### config.mk
export PLATFORM = sky130hd
export DESIGN_NAME = avalon_initiator
export DESIGN_NICKNAME = d
export VERILOG_FILES = /design/src/rtl/avalon_pkg.sv /design/src/rtl/avalon_pending_counter.sv /design/src/rtl/avalon_initiator.sv
export SDC_FILE = /design/constraint.sdc
export NUM_CORES = 1
export LEC_CHECK = 0
export CAP_MARGIN = 20
export CELL_PAD_IN_SITES_DETAIL_PLACEMENT = 0
export CELL_PAD_IN_SITES_GLOBAL_PLACEMENT = 2
export CORE_ASPECT_RATIO = 1.4
export CORE_MARGIN = 1.5
export CORE_UTILIZATION = 28
export DETAILED_ROUTE_END_ITERATION = 16
export GPL_ROUTABILITY_DRIVEN = 0
export PLACE_DENSITY = 0.91
export SLEW_MARGIN = 10
export SYNTH_ARGS = -nofsm -noshare
export SYNTH_HDL_FRONTEND = slang
export SYNTH_SLANG_ARGS = --single-unit
### constraint.sdc
create_clock -name clk -period 3.5 [get_ports clk]
set_input_delay 0.875 -clock clk [delete_from_list [all_inputs] [get_ports clk]]
set_output_delay 0.875 -clock clk [all_outputs]
set_load 0.02 [all_outputs]
### src/rtl/avalon_pkg.sv
`default_nettype none
// ============================================================================
// Module   : avalon_pkg
// Brief    : Shared types for the Avalon-MM initiator and its helpers.
// Revision : 1.0 - initial release
// ============================================================================
package avalon_pkg;

   localparam int AV_ADDR_WIDTH = 2;
   localparam int AV_DATA_WIDTH = 32;

   typedef enum logic [0:0] {
      IDLE  = 1'b0,
      ISSUE = 1'b1
   } initiatorState_t;

   typedef struct packed {
      logic                     write;
      logic [AV_ADDR_WIDTH-1:0] address;
      logic [AV_DATA_WIDTH-1:0] data;
   } avalonCmd_t;

endpackage
`default_nettype wire

### src/rtl/avalon_pending_counter.sv
`default_nettype none
// ============================================================================
// Module   : avalon_pending_counter
// Brief    : Saturating count of reads issued on the bus but not yet returned.
// Revision : 1.0 - initial release
// ============================================================================
module avalon_pending_counter #(
   parameter int MAX_PENDING = 4,
   parameter int CNT_WIDTH   = $clog2(MAX_PENDING + 1)
) (
   input  logic                 clk,
   input  logic                 reset,
   input  logic                 inc,
   input  logic                 dec,
   output logic [CNT_WIDTH-1:0] count,
   output logic                 full,
   output logic                 empty
);

   localparam logic [CNT_WIDTH-1:0] C_MAX = CNT_WIDTH'(MAX_PENDING);

   logic [CNT_WIDTH-1:0] r_count;

   // Simultaneous inc and dec cancel; the count neither wraps nor underflows.
   always_ff @(posedge clk or negedge reset) begin
      if (!reset) begin
         r_count <= '0;
      end else if (inc && !dec && (r_count != C_MAX)) begin
         r_count <= r_count + 1'b1;
      end else if (dec && !inc && (r_count != '0)) begin
         r_count <= r_count - 1'b1;
      end
   end

   assign count = r_count;
   assign full  = (r_count == C_MAX);
   assign empty = (r_count == '0);

endmodule
`default_nettype wire

### src/rtl/avalon_initiator.sv
`default_nettype none
// ============================================================================
// Module   : avalon_initiator
// Brief    : Avalon-MM host: single-beat commands in, pipelined in-order reads.
// Revision : 1.0 - initial release
// ============================================================================
module avalon_initiator
   import avalon_pkg::*;
#(
   parameter int ADDR_WIDTH  = AV_ADDR_WIDTH,
   parameter int DATA_WIDTH  = AV_DATA_WIDTH,
   parameter int MAX_PENDING = 4
) (
   input  logic                  clk,
   input  logic                  reset,
   input  logic                  cmdValid,
   output logic                  cmdReady,
   input  logic                  cmdWrite,
   input  logic [ADDR_WIDTH-1:0] cmdAddress,
   input  logic [DATA_WIDTH-1:0] cmdData,
   output logic                  rspValid,
   output logic [DATA_WIDTH-1:0] rspData,
   output logic                  busy,
   output logic                  protocolError,
   output logic                  avRead,
   output logic                  avWrite,
   output logic [ADDR_WIDTH-1:0] avAddress,
   output logic [DATA_WIDTH-1:0] avWriteData,
   input  logic                  avWaitRequest,
   input  logic                  avReadDataValid,
   input  logic [DATA_WIDTH-1:0] avReadData
);

   localparam int                   CNT_WIDTH = $clog2(MAX_PENDING + 1);
   localparam logic [CNT_WIDTH-1:0] C_MAX_M1  = CNT_WIDTH'(MAX_PENDING - 1);

   initiatorState_t       r_state;
   initiatorState_t       w_stateNext;
   avalonCmd_t            r_cmd;
   logic                  r_rspValid;
   logic [DATA_WIDTH-1:0] r_rspData;
   logic                  r_protocolError;

   logic                  w_issueDone;
   logic                  w_readDone;
   logic                  w_room;
   logic                  w_cmdReady;
   logic                  w_accept;
   logic [CNT_WIDTH-1:0]  w_count;
   logic                  w_full;
   logic                  w_empty;

   avalon_pending_counter #(
      .MAX_PENDING (MAX_PENDING),
      .CNT_WIDTH   (CNT_WIDTH)
   ) u_pending (
      .clk   (clk),
      .reset (reset),
      .inc   (w_readDone),
      .dec   (avReadDataValid),
      .count (w_count),
      .full  (w_full),
      .empty (w_empty)
   );

   always_ff @(posedge clk or negedge reset) begin
      if (!reset) begin
         r_state <= IDLE;
      end else begin
         r_state <= w_stateNext;
      end
   end

   // A read completing this cycle already occupies a pending slot for the new command.
   always_comb begin
      w_stateNext = r_state;
      w_issueDone = (r_state == ISSUE) && !avWaitRequest;
      w_readDone  = w_issueDone && !r_cmd.write;
      w_room      = w_readDone ? (w_count < C_MAX_M1) : !w_full;
      w_cmdReady  = reset && ((r_state == IDLE) || w_issueDone) && w_room;
      w_accept    = cmdValid && w_cmdReady;
      avRead      = (r_state == ISSUE) && !r_cmd.write;
      avWrite     = (r_state == ISSUE) && r_cmd.write;
      case (r_state)
         IDLE:    if (w_accept) w_stateNext = ISSUE;
         ISSUE:   if (w_issueDone) w_stateNext = w_accept ? ISSUE : IDLE;
         default: w_stateNext = IDLE;
      endcase
   end

   always_ff @(posedge clk or negedge reset) begin
      if (!reset) begin
         r_cmd <= '0;
      end else if (w_accept) begin
         r_cmd.write   <= cmdWrite;
         r_cmd.address <= cmdAddress;
         r_cmd.data    <= cmdData;
      end
   end

   // Data arriving with nothing outstanding is dropped and flagged until reset.
   always_ff @(posedge clk or negedge reset) begin
      if (!reset) begin
         r_rspValid      <= 1'b0;
         r_rspData       <= '0;
         r_protocolError <= 1'b0;
      end else begin
         r_rspValid <= avReadDataValid && !w_empty;
         if (avReadDataValid && !w_empty) begin
            r_rspData <= avReadData;
         end
         if (avReadDataValid && w_empty) begin
            r_protocolError <= 1'b1;
         end
      end
   end

   assign cmdReady      = w_cmdReady;
   assign avAddress     = r_cmd.address;
   assign avWriteData   = r_cmd.data;
   assign rspValid      = r_rspValid;
   assign rspData       = r_rspData;
   assign protocolError = r_protocolError;
   assign busy          = (r_state == ISSUE) || !w_empty;

endmodule
`default_nettype wire

Word-level counts from Yosys, hierarchy flattened
Index checks and enable logic that the tools add are counted.
{"block": "word_totals", "ff_bits": 73, "in_bits": 72, "output_inout_bits": 72}
{"block": "op_classes", "addsub": 2, "magnitude_cmp": 1, "n_eq_ne": 2, "n_mux": 6, "n_bitwise": 1, "reduce_logical": 24}
{"op": "1-bit logical AND", "count": 13}
{"op": "1-bit zero test", "count": 6}
{"op": "3-bit two-way mux", "count": 2}
{"op": "3-bit by 1-bit adder with 3-bit output (second input constant)", "count": 1}
{"op": "3-bit == test (second input constant)", "count": 1}
{"op": "3-bit zero test", "count": 1}
{"op": "3-bit by 2-bit < comparator with 1-bit output (second input constant)", "count": 1}
{"op": "1-bit two-way mux", "count": 3}
{"op": "3-bit inequality test (second input constant)", "count": 1}
{"op": "3-bit nonzero test", "count": 1}
{"op": "3-bit by 1-bit subtractor with 3-bit output (second input constant)", "count": 1}
{"op": "1-bit logical OR", "count": 2}
{"op": "1-bit one-hot mux with 2 select lines", "count": 1}
{"op": "2-bit nonzero test", "count": 1}
{"op": "1-bit inverter", "count": 1}

Logic depth before layout (Yosys ltp)
{"block": "logic_depth", "ltp_word": 9, "mapped_depth": 7, "mapped_depth_nobuf": 6}

Hierarchy
Synthesis repeated with hierarchy kept, for this count alone.
{"block": "hier_totals", "hier_cells": 213, "area_unflattened_um2": 3125.5}
{"module": "avalon_initiator", "n_inst": 1, "cells_per_inst": 191, "area_each_um2": 2905.3, "seq_area_each_um2": 1751.7}
{"module": "avalon_pending_counter", "n_inst": 1, "cells_per_inst": 22, "area_each_um2": 220.2, "seq_area_each_um2": 75.1}

Worst setup path before layout
Ideal clock, no wire load.
{"block": "synth_timing", "path_kind": "input -> register", "start": "input avReadDataValid", "end": "register u_pending.r_count[2], in the netlist u_pending.count[2]", "setup_ns": 0.078, "arrival_time_ns": 2.433, "required_ns": 3.422, "path_slack_ns": 0.990, "stages": 7, "path_buffers": 1, "path_cell_list": "clkbuf_1 > nor4b_1 > nand2_1 > fa_1 > nor4b_1 > a211oi_1 > a21oi_1"}
{"block": "synth_between", "elab_chain_len": 4, "word_cells_on_any_way": 7, "cone_classes": "mux: 1; reduce/logical: 6"}
{"element": "from (decl)", "line_no": "avalon_initiator.sv:30", "rtl": "input logic avReadDataValid,"}
{"element": "1-bit zero test", "line_no": "avalon_pending_counter.sv:28", "rtl": "end else if (inc && !dec && (r_count != C_MAX)) begin"}
{"element": "1-bit logical AND (2 in series)", "line_no": "avalon_pending_counter.sv:28"}
{"element": "3-bit two-way mux / 2-bit nonzero test (equally long branches)"}
{"element": "to (signal assigned)", "line_no": "avalon_pending_counter.sv:29", "rtl": "r_count <= r_count + 1'b1;"}
{"element": "to (signal assigned)", "line_no": "avalon_pending_counter.sv:31", "rtl": "r_count <= r_count - 1'b1;"}
{"element": "to (decl)", "line_no": "avalon_pending_counter.sv:22", "rtl": "logic [CNT_WIDTH-1:0] r_count;"}
Several ways; a longest one is shown, not always the timed one.
A chain may end at the register's enable or synchronous reset.

Final worst setup path
{"block": "layout_timing", "start": "input avWaitRequest", "end": "output cmdReady"}
{"block": "layout_between", "elab_chain_len": 5, "word_cells_on_any_way": 7, "cone_classes": "mux: 1; reduce/logical: 6"}
{"element": "from (decl)", "line_no": "avalon_initiator.sv:29", "rtl": "input logic avWaitRequest,"}
{"element": "1-bit zero test *", "line_no": "avalon_initiator.sv:77", "rtl": "w_issueDone = (r_state == ISSUE) && !avWaitRequest;"}
{"element": "1-bit logical AND *", "line_no": "avalon_initiator.sv:77"}
{"element": "1-bit logical AND / 1-bit logical OR (equally long branches)", "line_no": "avalon_initiator.sv:78, avalon_initiator.sv:80"}
{"element": "1-bit two-way mux / 1-bit logical AND (equally long branches)", "line_no": "avalon_initiator.sv:79, avalon_initiator.sv:80"}
{"element": "1-bit logical AND *", "line_no": "avalon_initiator.sv:80", "rtl": "w_cmdReady = reset && ((r_state == IDLE) || w_issueDone) && w_room;"}
{"element": "to (decl)", "line_no": "avalon_initiator.sv:17", "rtl": "output logic cmdReady,"}
Every way passes the cells marked *; elsewhere a longest branch is shown, timed or not.

==> results.py <==
metrics = {
    "status": {
        "status": "completed",
    },
    "clock_network": {
        "clock-sinks": 73,
        "cts_root_buffer": "clkbuf_16",
        "insertion_delay_ns": 0.33,
        "cts-resized-gates": 0,
        "clockBufferDepth": 2,
        "post-cts-setup-buffers": 0,
        "clk_pin_slew_ns": 0.05,
        "cts_tree": "done",
        "cts_hold_buf": 0,
        "cts_max_level": 3,
        "cts_made_buffers": 9,
    },
    "timing": {
        "setup_viol": 0,
        "rsz0062_at_grt": "false",
        "fin_ws_ns": 0.113,
        "period_minus_slack_ns": 3.39,
        "max_freq_mhz": 295,
        "worstMarginPinSlew_ns": 0.920,
        "setup_tns_ns": 0,
        "finalMaxSlewViolations": 0,
        "fin_crit_sh": 0.968,
        "slew_headroom": 0.387,
        "finClkSkew_ns": 0.00626,
        "hold_viol": 0,
    },
    "setup_path": {
        "path_buf_inv": 2,
        "worstPathArrival_ns": 2.51,
        "critPathCaptureType": "output port",
        "max_stage_delay_ns": 0.53,
        "critPathMaxFanout": 5,
        "cp_top_family": "buffers and inverters",
        "path_class": "in -> out",
        "slowest_stage": "clkdlybuf4s50_1",
        "critPathRequiredTime_ns": 2.62,
        "critPathMostFrequentCell": "clkdlybuf4s50_1",
        "cp_cell_sequence": "clkdlybuf4s50_1 > nor3b_2 > o21a_1 > nor2_1 > clkdlybuf4s50_1",
        "crit_path_start_kind": "primary input",
    },
    "final_layout": {
        "insertedDiodeCount": 0,
        "utilization": 0.440,
        "nets": 407,
        "area_delta_synth_final_pct": 52.5,
        "drive_above_1_share": 0.271,
    },
    "logic_synthesis": {
        "ys_warn_count": 0,
        "synth_top_area_cell": "dfrtp_1",
        "synth_nets": 291,
        "synth_edf_count": 0,
        "synthTopCellsByArea": "dfrtp_1 (58%), mux2_2 (24%), buf_4 (8.3%)",
        "yosysMostFrequentCell": "dfrtp_1",
        "syn_area_um2": 3150,
        "ys_async_sr_fraction": 1.00,
        "synth-seq-area-share": 0.580,
        "synthTopCellsByCount": "dfrtp_1 (73), mux2_2 (67), buf_4 (35), nor2_1 (5)",
        "synth-seq-cells": 73,
        "avgSynthCellArea_um2": 14.4,
        "yosysTopAreaCellShare": 0.580,
        "syn_inst": 218,
        "synth_cell_types": 28,
        "synthFlopType": "dfrtp_1",
    },
    "placement": {
        "portBuffers": 143,
        "pre_cts_slack_ns": 0.0984,
        "dp.final_hpwl_mm": 5.12,
    },
    "floorplanning": {
        "io_pins": 144,
        "rows": 45,
        "initial_core_util": 0.288,
        "die_area_um2": 11900,
        "dieWidth_um": 92.6,
        "coreArea_um2": 10900,
        "die_h_um": 128,
    },
    "routing": {
        "wire_per_inst_um": 14.6,
        "drt.antenna.violating_nets": 0,
        "drt_iter0_drc": 16,
        "drt_wl_total_mm": 6.99,
        "drc_errors": 0,
        "vias": 2081,
        "first_pass_iters": 3,
        "avgViaCountPerCell": 4.34,
    },
    "global_routing": {
        "grt_use_total": 0.121,
        "grt_pass1_wl_mm": 11.0,
        "grt_max_degree": 74,
        "grt_pass1_vias": 2313,
        "gr-total-overflow": 0,
        "antenna_found_initial": 0,
    },
    "flow_run": {
        "drv_cap": 0,
    },
    "power": {
        "pwr-share-comb": 0.435,
        "power_leakage_uw": 0.00195,
        "irDropWorstVdd_uv": 381,
        "internal_power_uw": 2880,
        "clock_power_share": 0.233,
        "seqPwrFrac": 0.332,
        "netSwitchingPower_uw": 1390,
        "power_density_nw_per_um2": 889,
        "swShare": 0.325,
        "finalPower_uw": 4270,
    },
    "worst_hold_path": {
        "holdCritPathClass": "reg -> reg",
    },
}
## flip-flops by register name, indices dropped and copies added, names as in the netlist
register	flops
avAddress	2
avWriteData	32
protocolError	1
r_cmd	1
r_state	1
rspData	32
rspValid	1
u_pending.count	3
## power groups by stage
stage	logic, uW	registers, uW	clock network [uW]
floorplan	1140	1540	0
global placement	1860	1420	0
detailed placement	1880	1440	0
CTS	1890	1430	1030
global route	1970	1470	1070
finish	1860	1420	994
## worst reg2reg max path, delay by kind of cell (launching register included)
family / cells / cell delay (ns)
AO/OA/AOI/OAI: 2 / 0.24
adder cells (fa/ha/maj): 1 / 0.44
flip-flops: 1 / 0.44
AND/OR/NAND/NOR: 3 / 1.00
## kinds of logic (layout without fill, tap and decap cells)
kind of cell    after synthesis  count (layout)  synth area share
simple gates                 22              22            0.0417
xor+xnor                      2               2           0.00556
compound gates                9               9            0.0242
flops                        73              73             0.580
buf+inv                      44             165             0.102
fa+ha+maj                     1               1           0.00636
mux                          67              67             0.240
## layer usage
layer  vias up  wire length [um]  track usage
li1        949                 -            -
met2        91              3740        0.218
met1      1027              2440        0.119
met5         -                 0            0
met3        14               622       0.0508
met4         0               189       0.0570
## final timing paths
kind	start	endpoint	slack [ns]	cells after the start
max	avWaitRequest	cmdReady	0.11	5
min	protocolError	protocolError	0.46	1
max reg2reg	r_cmd[34]	u_pending.count[2]	1.31	6
min reg2reg	protocolError	protocolError	0.46	1
max in group asynchronous	reset	rspData[31]	2.12	2
min in group asynchronous	reset	u_pending.count[2]	0.80	2
## cell usage in the layout (no fill, tap or decap)
cell             instances
clkdlybuf4s50_1        142
clkbuf_8                 2
nand3b_1                 1
nand2_1                  3
nor2b_1                  1
clkinv_2                 2
nand3_1                  1
nor2_1                   5
nor4b_1                  2
o21a_1                   1
a211oi_1                 1
mux2_2                  67
inv_1                    1
dfrtp_1                 73
buf_4                    6
clkinvlp_4               1
nand4b_1                 1
a21o_1                   3
or3b_2                   1
a211oi_4                 1
o21ai_0                  1
fa_1                     1
and2_1                   1
bufinv_16                2
nand2b_1                 3
nor3_1                   2
clkbuf_16                9
nor3b_2                  1
xnor2_1                  2
o22a_1                   1
a21oi_1                  1
## cell type report
| class | instances | area (um^2) |
|---|---|---|
| Fill cell | 1043 | 6120 |
| Inverter | 1 | 3.75 |
| Multi-Input combinational cell | 101 | 1000 |
| Clock inverter | 5 | 77.6 |
| Timing Repair Buffer | 148 | 1470 |
| Tap cell | 141 | 176 |
| Sequential cell | 73 | 1830 |
| Clock buffer | 11 | 253 |
## metrics by stage
step           hold slack [ns]  cell area, um^2  instances
6_report                 0.457             4800        480
3_3_place_gp             0.442             4470        464
3_5_place_dp             0.448             4470        464
4_1_cts                  0.464             4800        480
2_1_floorplan            0.482             3150        218
5_1_grt                  0.493             4800        480
No activity file was read; power rests on OpenSTA's default activity.
